==> src/rtl/pipe_pkg.sv <==
// Shared encodings and helpers for the pipeline hazard sequencer.
package pipe_pkg;

  localparam logic [1:0] ST_RUN    = 2'd0;
  localparam logic [1:0] ST_LSTALL = 2'd1;
  localparam logic [1:0] ST_MWAIT  = 2'd2;

  localparam logic [4:0] REG_ZERO  = 5'd0;
  localparam int         MDU_CNT_W = 8;

  typedef struct packed {
    logic pc_en_bar;
    logic ifid_en_bar;
    logic ifid_flush;
    logic idex_flush;
  } pipe_ctl_t;

  // Reset clears the pipe; otherwise taken branch outranks a stall.
  function automatic pipe_ctl_t pipe_ctl(input logic rst, input logic tkn, input logic stall);
    pipe_ctl_t c;
    if (rst || tkn)  c = '{pc_en_bar: 1'b0, ifid_en_bar: 1'b0, ifid_flush: 1'b1, idex_flush: 1'b1};
    else if (stall)  c = '{pc_en_bar: 1'b1, ifid_en_bar: 1'b1, ifid_flush: 1'b0, idex_flush: 1'b1};
    else             c = '{pc_en_bar: 1'b0, ifid_en_bar: 1'b0, ifid_flush: 1'b0, idex_flush: 1'b0};
    return c;
  endfunction

endpackage

==> src/rtl/mdu_busy_counter.sv <==
// Mult/div occupancy countdown: loads on issue, decrements to zero, flags busy.
module mdu_busy_counter
  import pipe_pkg::*;
#(
  parameter int MDU_CYCLES = 32
) (
  input  logic                 clk,
  input  logic                 rst,
  input  logic                 load,
  output logic [MDU_CNT_W-1:0] cnt,
  output logic                 busy
);

  localparam logic [MDU_CNT_W-1:0] LOAD_VAL = MDU_CNT_W'(MDU_CYCLES);

  always_ff @(posedge clk) begin
    if (rst)              cnt <= '0;
    else if (load)        cnt <= LOAD_VAL;
    else if (cnt != '0)   cnt <= cnt - 1'b1;
  end

  assign busy = (cnt != '0);

endmodule

==> src/rtl/pipe_hazard_ctrl.sv <==
// Stall/flush sequencer for the 5-stage pipeline: load-use, branch squash,
// MDU busy interlock and a stall-cycle performance counter.
module pipe_hazard_ctrl
  import pipe_pkg::*;
#(
  parameter int MDU_CYCLES = 32,
  parameter int CNT_W      = 32
) (
  input  logic             clk,
  input  logic             rst,
  input  logic [4:0]       id_rs,
  input  logic [4:0]       id_rt,
  input  logic             id_uses_rs,
  input  logic             id_uses_rt,
  input  logic             id_mdu_op,
  input  logic             id_hilo_rd,
  input  logic             ex_mem_read,
  input  logic [4:0]       ex_rd_dst,
  input  logic             ex_branch_tkn,
  output logic             pc_en_bar,
  output logic             ifid_en_bar,
  output logic             ifid_flush,
  output logic             idex_flush,
  output logic             mdu_busy,
  output logic [CNT_W-1:0] stall_cycles
);

  logic                 lu, mduh, stall, mdu_issue;
  logic [MDU_CNT_W-1:0] cnt;
  logic [1:0]           state, state_nxt;
  pipe_ctl_t            ctl;

  assign lu = ex_mem_read && (ex_rd_dst != REG_ZERO) &&
              ((id_uses_rs && (id_rs == ex_rd_dst)) ||
               (id_uses_rt && (id_rt == ex_rd_dst)));
  assign mduh      = mdu_busy && (id_mdu_op || id_hilo_rd);
  assign stall     = (lu || mduh) && !ex_branch_tkn;
  assign mdu_issue = id_mdu_op && !stall && !ex_branch_tkn;

  mdu_busy_counter #(.MDU_CYCLES(MDU_CYCLES)) u_mdu_cnt (
    .clk  (clk),
    .rst  (rst),
    .load (mdu_issue),
    .cnt  (cnt),
    .busy (mdu_busy)
  );

  assign ctl         = pipe_ctl(rst, ex_branch_tkn, stall);
  assign pc_en_bar   = ctl.pc_en_bar;
  assign ifid_en_bar = ctl.ifid_en_bar;
  assign ifid_flush  = ctl.ifid_flush;
  assign idex_flush  = ctl.idex_flush;

  always_ff @(posedge clk) begin
    if (rst)            stall_cycles <= '0;
    else if (pc_en_bar) stall_cycles <= stall_cycles + 1'b1;
  end

  // Diagnostic view of which hazard is holding the pipe; outputs do not depend on it.
  always_comb begin
    state_nxt = state;
    case (state)
      ST_RUN:    if (mduh) state_nxt = ST_MWAIT;
                 else if (lu) state_nxt = ST_LSTALL;
      ST_LSTALL: state_nxt = ST_RUN;
      ST_MWAIT:  if (cnt <= MDU_CNT_W'(1)) state_nxt = ST_RUN;
      default:   state_nxt = ST_RUN;
    endcase
    if (ex_branch_tkn) state_nxt = ST_RUN;
  end

  always_ff @(posedge clk) begin
    if (rst) state <= ST_RUN;
    else     state <= state_nxt;
  end

endmodule
==> config.mk <==
export PLATFORM = sky130hd
export DESIGN_NAME = pipe_hazard_ctrl
export DESIGN_NICKNAME = d
export VERILOG_FILES = /design/src/rtl/pipe_pkg.sv /design/src/rtl/mdu_busy_counter.sv /design/src/rtl/pipe_hazard_ctrl.sv
export SDC_FILE = /design/constraint.sdc
export NUM_CORES = 1
export LEC_CHECK = 0
export BUFFER_PORTS_ARGS = -buffer_cell sky130_fd_sc_hd__buf_2
export CORE_ASPECT_RATIO = 1.4
export CORE_MARGIN = 2
export CORE_UTILIZATION = 25
export DETAILED_ROUTE_END_ITERATION = 8
export PLACE_DENSITY_LB_ADDON = 0.1
export SETUP_SLACK_MARGIN = 0.1
export SYNTH_ARGS = -nofsm -noshare
export SYNTH_HDL_FRONTEND = slang
export SYNTH_HIERARCHICAL = 1
export SYNTH_SLANG_ARGS = --single-unit
==> constraint.sdc <==
create_clock -name clk -period 2.7 [get_ports clk]
set_clock_uncertainty 0.2 [all_clocks]
set_input_delay 0.54 -clock clk [delete_from_list [all_inputs] [get_ports clk]]
set_output_delay 0.54 -clock clk [all_outputs]
set_load 0.1 [all_outputs]
---- After elaboration in Yosys (flattened, before gate mapping) ----
Index checks and enable logic that the tools add are counted.
storage, ports and cells
  register bits ........................... 40
  input bits .............................. 23
  output and inout bits ................... 37
  logic and storage cells ................. 29
operators by class
  add/sub/neg operators ................... 2
  eq/ne operators ......................... 2
  mux-type cells .......................... 4
  reduce and logical (&&, ||, !) cells .... 18
operators by type and width
  kind                                               count
  adder 32 x 1 -> 32 bit (second input constant)     1
  2-to-1 mux 6 bit                                   2
  equality test 5 bit                                2
  logical AND 1 bit                                  8
  2-to-1 mux 4 bit                                   2
  nonzero test 8 bit                                 1
  subtractor 8 x 1 -> 8 bit (second input constant)  1
  nonzero test 5 bit                                 1
  logical OR 1 bit                                   4
  logical NOT 1 bit                                  2
  nonzero test 2 bit                                 1
  OR reduction 2 bit                                 1

---- Depth between registers and ports, before layout ----
Gate-level depths: netlist (run 1).
  depth in word-level cells ............... 10
  depth in mapped cells ................... 13
  depth with buffers taken out ............ 11

---- Hierarchy ----
Netlist (run 1), hierarchy kept.
modules (own cells, without submodules)
  module            times used  cells each  area an instance (um^2)  seq. area each (um^2)
  pipe_hazard_ctrl  1           233         1860.5                   640.6
  mdu_busy_counter  1           51          466.7                    160.2

---- Worst setup path before layout (run 1) ----
Ideal clock, no wire load.
  kind .................................... input to output
  start ................................... input rst
  end ..................................... output pc_en_bar
  arrival time ............................ 4056 ps
  required time ........................... 1960 ps
  slack ................................... -2096 ps
  stages .................................. 6
  path buffers ............................ 2
  cells stage by stage .................... clkbuf_1 -> nor2_2 -> inv_1 -> or2_2 -> o22ai_1 -> buf_4
on the way
  cells in the longest elaborated chain, start to end .. 2
ends and longest elaborated chain
  what                line                    source
  start: declaration  pipe_hazard_ctrl.sv:10  input logic rst,
  logical OR 1 bit    pipe_pkg.sv:21          if (rst || tkn) c = '{pc_en_bar: 1'b0, ifid_en_bar: 1'b0, ifid_flush: 1'b1, idex_flush: 1'b1};
  2-to-1 mux 4 bit    pipe_pkg.sv:21
  end: declaration    pipe_hazard_ctrl.sv:20  output logic pc_en_bar,
Every way passes these cells.

---- Worst setup path in the final report (run 1) ----
  start ................................... register u_mdu_cnt.cnt[0]
  end ..................................... output idex_flush
on the way
  cells in the longest elaborated chain, start to end .. 6
ends and longest elaborated chain
  what                      line                    source
  start: declaration        mdu_busy_counter.sv:10  output logic [MDU_CNT_W-1:0] cnt,
  start signal: assignment  mdu_busy_counter.sv:19  else if (cnt != '0) cnt <= cnt - 1'b1;
  nonzero test 8 bit        mdu_busy_counter.sv:22  assign busy = (cnt != '0);
  logical AND 1 bit         pipe_hazard_ctrl.sv:36  assign mduh = mdu_busy && (id_mdu_op || id_hilo_rd);
  logical OR 1 bit          pipe_hazard_ctrl.sv:37  assign stall = (lu || mduh) && !ex_branch_tkn;
  logical AND 1 bit         pipe_hazard_ctrl.sv:37
  2-to-1 mux 4 bit          pipe_pkg.sv:22          else if (stall) c = '{pc_en_bar: 1'b1, ifid_en_bar: 1'b1, ifid_flush: 1'b0, idex_flush: 1'b1};
  2-to-1 mux 4 bit          pipe_pkg.sv:21
  end: declaration          pipe_hazard_ctrl.sv:23  output logic idex_flush,
Every way passes these cells.

==> impl_metrics.env, run 1 <==
export IMPL_synth_enable_flop_cells=0
export IMPL_clkSlewWorstSetupHoldPaths_ns=0.06
export IMPL_drive_gt1_share_pct=46.3
export IMPL_fp_dieW_um=85.5
export IMPL_route_detailed_wl_per_inst_um=15.2
export IMPL_die_area_sq_mm=0.0101
export IMPL_grt_max_degree=41
export IMPL_grtUsageTotal_pct=14.3
export IMPL_cts_buffers=5
export IMPL_placed_cells_incl_taps=461
export IMPL_maxCapViolCount=0
export IMPL_synth_seq_cells=40
export IMPL_stdcell_count=494
export IMPL_crit_chain="inv_2 > ha_4 > or3b_4 > nor2_4 > clkinvlp_4 > o21ai_4 > o21a_4 > nand2_4 > buf_12"
export IMPL_final_core_util_pct=40.0
export IMPL_finalSetupViolCount=0
export IMPL_run_status="completed"
export IMPL_routed_wirelength_um=7490
export IMPL_critical_path_startpoint_type="register"
export IMPL_ant_nets=0
export IMPL_cp_slowest_stage_delay_ns=0.40
export IMPL_final_common_cell="sky130_fd_sc_hd__buf_2"
export IMPL_clock_sinks=40
export IMPL_synth_distinct_cells=54
export IMPL_worstMarginPinSlew_ns=0.497
export IMPL_ctsRootBufferMaster="sky130_fd_sc_hd__clkbuf_16"
export IMPL_vdd_drop_max_uv=428
export IMPL_rsz0062_at_grt="true"
export IMPL_syn_inst=284
export IMPL_internal_power_mw=2.04
export IMPL_postPlaceCellArea_sq_mm=0.00306
export IMPL_tritoncts="yes"
export IMPL_critPathArrivalTime_ns=1.95
export IMPL_layout_common_cells="54 x sky130_fd_sc_hd__buf_2, 42 x sky130_fd_sc_hd__buf_4, 28 x sky130_fd_sc_hd__dfxtp_1"
export IMPL_fmax_mhz=372
export IMPL_clk_path_buf_depth=2
export IMPL_post_synth_arst_share_pct=0
export IMPL_synthesis_nets=310
export IMPL_end_kind="output port"
export IMPL_number_of_i_o_port_buffers=59
export IMPL_power_density_mw_per_mm2=908
export IMPL_report_final_hold_viol_count=0
export IMPL_power_share_switching_pct=37.7
export IMPL_rows=41
export IMPL_area_growth_synth_to_final_pct=55.2
export IMPL_cp_max_fo=2
export IMPL_worst_hold_path_type="register to register"
export IMPL_grt_first_pass_wirelength_um=11700
export IMPL_pin_count=60
export IMPL_yosys_warnings=6
export IMPL_drt_iter0_markers=60
export IMPL_layout_worst_path_cycle_share_pct=99.7
export IMPL_power_leakage_nw=1.39
export IMPL_drt_pass1_iterations=4
export IMPL_drcViolationCount=0
export IMPL_timing_critical_path_required_ns=1.96
export IMPL_power_spent_charging_and_discharging_nets_mw=1.24
export IMPL_core_area_sq_mm=0.00903
export IMPL_final_min_clock_period_ns=2.69
export IMPL_report_final_slew_viol_count=0
export IMPL_cts_hold_repair_buffers=0
export IMPL_grt_overflow_total=0
export IMPL_start_util_pct=25.8
export IMPL_power_frac_seq_pct=21.8
export IMPL_detail_route_vias_per_cell=5.07
export IMPL_post_dp_hpwl_um=5060
export IMPL_h_tree_depth=2
export IMPL_pwr_share_clk_pct=22.5
export IMPL_syn_area_sq_mm=0.00233
export IMPL_vias_in_the_first_global_route=2422
export IMPL_diodes_inserted=0
export IMPL_power_combinational_fraction_pct=55.7
export IMPL_layout_nets=412
export IMPL_setup_tns_final_ns=0
export IMPL_rd_place_congestion=0.777
export IMPL_fillCellCount=958
export IMPL_vias=2507
export IMPL_stdcell_area_sq_mm=0.00361
export IMPL_clkLatencyLatePin_ns=0.29
export IMPL_max_slew_margin_rel_pct=66.6
export IMPL_post_synth_cell_area_avg_sq_um=8.19
export IMPL_critical_path_slowest_cell="sky130_fd_sc_hd__or3b_4"
export IMPL_critPathKind="register to output port"
export IMPL_postSynth_topFlopCell="sky130_fd_sc_hd__dfxtp_1"
export IMPL_fin_hold_ws_ns=0.299
export IMPL_die_height_um=118
export IMPL_grt_antenna_before_repair=0
export IMPL_portion_of_the_post_synthesis_area_used_by_sequential_elements_pct=34.4
-- cells by family after synthesis --
| family | synth area share [%] |
|---|---|
| buffers and inverters | 5.21 |
| adder cells (fa/ha/maj) | 1.61 |
| XOR/XNOR | 4.89 |
| AO/OA/AOI/OAI | 19.6 |
| flip-flops | 34.4 |
| multiplexers | 0.968 |
| AND/OR/NAND/NOR | 33.3 |
-- power groups by stage --
stage               clock network [mW]  logic [mW]  registers, mW
global placement                     0        1.29          0.721
finish                           0.736        1.83          0.715
global route                     0.780        1.96          0.725
detailed placement                   0        1.29          0.722
CTS                              0.757        1.49          0.714
floorplan                            0       0.924          0.791
-- path summary, 6_finish.rpt --
path,cells past startpoint,to,start,slack (ns)
hold reg to reg,2,stall_cycles[9],stall_cycles[9],0.30
setup / recovery,9,idex_flush,u_mdu_cnt/cnt[0],0.009
hold / removal,2,stall_cycles[9],stall_cycles[9],0.30
setup reg to reg,14,u_mdu_cnt/cnt[7],u_mdu_cnt/cnt[0],0.13
-- repair_timing --
| action | 4_1_cts | 5_1_grt |
|---|---|---|
| resized for setup | 7 | 35 |
| cloned | 0 | 1 |
| setup endpoints to repair | 5 | 12 |
| pin swaps | 4 | 20 |
| setup buffers | 14 | 11 |
-- cells in the mapped netlist (2+ instances only) --
cell type	number	area [sq um]
sky130_fd_sc_hd__dfxtp_1	40	801
sky130_fd_sc_hd__a21oi_1	29	145
sky130_fd_sc_hd__o21ai_0	25	125
sky130_fd_sc_hd__or3_1	23	144
sky130_fd_sc_hd__nor2_1	14	52.6
sky130_fd_sc_hd__nand3_1	12	60.1
sky130_fd_sc_hd__clkbuf_1	11	41.3
sky130_fd_sc_hd__nand2_1	11	41.3
sky130_fd_sc_hd__nor4_1	11	68.8
sky130_fd_sc_hd__nand4_1	10	62.6
sky130_fd_sc_hd__inv_1	9	33.8
sky130_fd_sc_hd__xor2_1	8	70.1
sky130_fd_sc_hd__or4_1	7	52.6
sky130_fd_sc_hd__o31ai_1	6	45.0
sky130_fd_sc_hd__nor3_1	5	25.0
sky130_fd_sc_hd__xnor2_1	5	43.8
sky130_fd_sc_hd__and4_1	4	35.0
sky130_fd_sc_hd__nand3b_1	4	30.0
sky130_fd_sc_hd__and2_1	3	18.8
sky130_fd_sc_hd__and3b_1	3	26.3
sky130_fd_sc_hd__buf_6	3	33.8
sky130_fd_sc_hd__ha_1	3	37.5
sky130_fd_sc_hd__mux2_2	2	22.5
sky130_fd_sc_hd__nand2b_1	2	12.5
sky130_fd_sc_hd__nor2b_1	2	12.5
sky130_fd_sc_hd__o211ai_1	2	15.0
sky130_fd_sc_hd__o41ai_1	2	17.5
sky130_fd_sc_hd__or2_2	2	12.5
-- cell type report --
| cell class | instances | area [sq um] | area share [%] |
|---|---|---|---|
| Clock inverter | 1 | 30.0 | 0.831 |
| Multi-Input combinational cell | 219 | 1600 | 44.4 |
| Inverter | 9 | 43.8 | 1.21 |
| Clock buffer | 7 | 153 | 4.23 |
| Timing Repair Buffer | 111 | 833 | 23.1 |
| Sequential cell | 40 | 816 | 22.6 |
| Tap cell | 107 | 134 | 3.71 |
-- through the flow --
stage | worst slack (ns) | total power [mW]
3_5_place_dp | -0.0125 | 2.01
2_1_floorplan | -0.767 | 1.71
3_3_place_gp | -0.00696 | 2.01
6_report | 0.00942 | 3.28
5_1_grt | -0.0707 | 3.47
4_1_cts | -0.0496 | 2.96
-- metal layers --
metal | up-vias | track usage [%] | part of all wire [%]
met1 | 1183 | 17.2 | 43
met5 | - | 0 | 0
met2 | 35 | 25.0 | 52
met4 | 0 | 5.16 | 1.7
li1 | 1281 | - | -
met3 | 8 | 2.72 | 3.2
-- critical path, delay by kind of cell, from the launching register on --
family,cells,cell delay (ns)
simple gates,3,0.58
flops,1,0.32
buf+inv,3,0.35
fa+ha+maj,1,0.13
compound gates,2,0.27
-- flip-flops by register name, summed over array words and instances (netlist names) --
name,flops
stall_cycles,32
u_mdu_cnt/cnt,8
(Power assumes the default switching activity.)
==> inputs of run 2 (changes only) <==
--- a/config.mk
+++ b/config.mk
@@ -7,7 +7,6 @@
 export LEC_CHECK = 0
 export BUFFER_PORTS_ARGS = -buffer_cell sky130_fd_sc_hd__buf_2
 export CORE_ASPECT_RATIO = 1.4
-export CORE_MARGIN = 2
 export CORE_UTILIZATION = 25
 export DETAILED_ROUTE_END_ITERATION = 8
 export PLACE_DENSITY_LB_ADDON = 0.1
==> run 2 against run 1 <==
  * The flow now finishes with violations (setup timing)
  * Global-route usage is 0.15 points higher
  * Sequential share of layout area rose by 0.33 points
  * Critical path depth fell by 2
  * Design area down 1.3%
  * Count of clock-buffer cells in the layout down 2
  * Sequential power rose by 1%
==> impl_metrics.env, run 2 (same netlist as run 1, synthesis figures left out) <==
export IMPL_tritoncts="yes"
export IMPL_end_kind="output port"
export IMPL_min_path_cells=2
export IMPL_drt_pass1_iterations=5
export IMPL_drcViolationCount=0
export IMPL_worstMarginPinSlew_ns=0.490
export IMPL_power_density_mw_per_mm2=882
export IMPL_area_growth_synth_to_final_pct=53.2
export IMPL_r2r_worst_path_cells=12
export IMPL_violations="setup timing"
export IMPL_rsz0062_at_grt="true"
export IMPL_vias_in_the_first_global_route=2288
export IMPL_ctsRootBufferMaster="sky130_fd_sc_hd__clkbuf_16"
export IMPL_post_dp_hpwl_um=4940
export IMPL_layout_nets=398
export IMPL_final_common_cell="sky130_fd_sc_hd__buf_2"
export IMPL_max_flop_register="stall_cycles"
export IMPL_layout_worst_path_cycle_share_pct=100
export IMPL_die_height_um=116
export IMPL_report_final_slew_viol_count=0
export IMPL_worst_hold_path_type="register to register"
export IMPL_final_critical_path_setup_slack_ns=-0.00395
export IMPL_timing_critical_path_required_ns=1.96
export IMPL_start_util_pct=25.8
export IMPL_clk_path_buf_depth=2
export IMPL_maxCapViolCount=0
export IMPL_grt_antenna_before_repair=0
export IMPL_drive_gt1_share_pct=45.8
export IMPL_die_area_sq_mm=0.00970
export IMPL_stdcell_area_sq_mm=0.00357
export IMPL_route_detailed_wl_per_inst_um=15.3
export IMPL_min_delay_start="stall_cycles[9]"
export IMPL_power_leakage_nw=1.34
export IMPL_diodes_inserted=0
export IMPL_run_status="finished, violations left"
export IMPL_routed_wirelength_um=7330
export IMPL_number_of_i_o_port_buffers=59
export IMPL_max_slew_margin_rel_pct=67.3
export IMPL_regToRegStartpoint="u_mdu_cnt/cnt[3]"
export IMPL_layout_common_cells="53 x sky130_fd_sc_hd__buf_2, 29 x sky130_fd_sc_hd__buf_4, 27 x sky130_fd_sc_hd__dfxtp_1"
export IMPL_grt_overflow_total=0
export IMPL_cts_buffers=5
export IMPL_clkLatencyLatePin_ns=0.28
export IMPL_rr_endpoint="u_mdu_cnt/cnt[7]"
export IMPL_grt_max_degree=41
export IMPL_core_area_sq_mm=0.00903
export IMPL_placed_cells_incl_taps=456
export IMPL_final_core_util_pct=39.5
export IMPL_reg_top3="stall_cycles: 32 flops, u_mdu_cnt/cnt: 8 flops"
export IMPL_finalSetupViolCount=1
export IMPL_grt_first_pass_wirelength_um=11300
export IMPL_rd_place_congestion=0.769
export IMPL_detailedPlace_worstSlack_ns=-0.0478
export IMPL_critPathKind="register to output port"
export IMPL_hold_path_endpoint="stall_cycles[9]"
export IMPL_h_tree_depth=2
export IMPL_drt_iter0_markers=82
export IMPL_stdcell_count=480
export IMPL_vdd_drop_max_uv=598
export IMPL_pin_count=60
export IMPL_detail_route_vias_per_cell=5.10
export IMPL_final_min_clock_period_ns=2.70
export IMPL_max_ffs_per_register=32
export IMPL_grtUsageTotal_pct=14.5
export IMPL_critical_path_startpoint_type="register"
export IMPL_fmax_mhz=370
export IMPL_rows=41
export IMPL_report_final_hold_viol_count=0
export IMPL_postPlaceCellArea_sq_mm=0.00303
export IMPL_clkSlewWorstSetupHoldPaths_ns=0.06
export IMPL_clock_sinks=40
export IMPL_cp_max_fo=6
export IMPL_fp_dieW_um=83.5
export IMPL_cts_hold_repair_buffers=0
export IMPL_critPathArrivalTime_ns=1.96
export IMPL_setup_reg_to_reg_worst_slack_ns=0.14
export IMPL_vias=2448
export IMPL_ant_nets=0
-- run 2: worst max-delay path by stage --
stage                                 from                to  slack [ns]  cells past startpoint
after floorplan                        rst         pc_en_bar       -0.77                      6
after global placement        ex_rd_dst[3]  stall_cycles[26]       -0.04                      8
after detailed placement      ex_rd_dst[3]  stall_cycles[16]       -0.05                      8
after CTS                 u_mdu_cnt/cnt[1]        idex_flush       -0.04                      9
after global routing      u_mdu_cnt/cnt[1]        idex_flush       -0.08                      9
final                     u_mdu_cnt/cnt[3]        idex_flush      -0.004                      7
-- run 2: per-stage QoR --
stage | TNS, ns | power, mW | hold WS [ns]
final | -0.00395 | 3.14 | 0.298
after global routing | -0.0757 | 3.30 | 0.334
after CTS | -0.0433 | 2.79 | 0.304
after detailed placement | -0.226 | 1.98 | 0.294
after global placement | -0.0986 | 1.97 | 0.291
after floorplan | -9.07 | 1.71 | 0.275
-- run 2: per-layer routing --
layer	track usage (%)	wire length, um
met1	17.2	3220
met2	26.8	3860
met3	2.47	183
met4	4.41	66
met5	0	0
-- run 2: report_power, final --
group	leakage (nW)	total (mW)	switching, mW	internal [mW]
Sequential	0.330	0.722	0.0652	0.657
Combinational	0.926	1.73	0.916	0.813
Clock	0.0798	0.693	0.258	0.435
-- run 2: layout make-up --
cell class                 count  area [sq um]
timing repair buffer          97           768
clock buffer                   5           125
multi-input combinational    219          1640
fill                         922          5460
inverter                       9          41.3
clock inverter                 3          42.5
sequential                    40           817
tap                          107           134
-- run 2: repair_timing --
item                       CTS  global route
gates cloned                 0             4
gates resized for setup      7            37
hold endpoints to repair     0             0
setup endpoints to repair    5            16
setup buffers                6             6
pin swaps                    3            22
-- run 2: critical path, cell delays in order, from the launching register on --
cell and delay, ns:
sky130_fd_sc_hd__dfxtp_2 0.35, sky130_fd_sc_hd__or4_4 0.54, sky130_fd_sc_hd__nor2_4 0.17, sky130_fd_sc_hd__clkinvlp_4 0.13, sky130_fd_sc_hd__o21ai_4 0.09, sky130_fd_sc_hd__o21a_4 0.18
sky130_fd_sc_hd__nand2_4 0.05, sky130_fd_sc_hd__buf_12 0.16
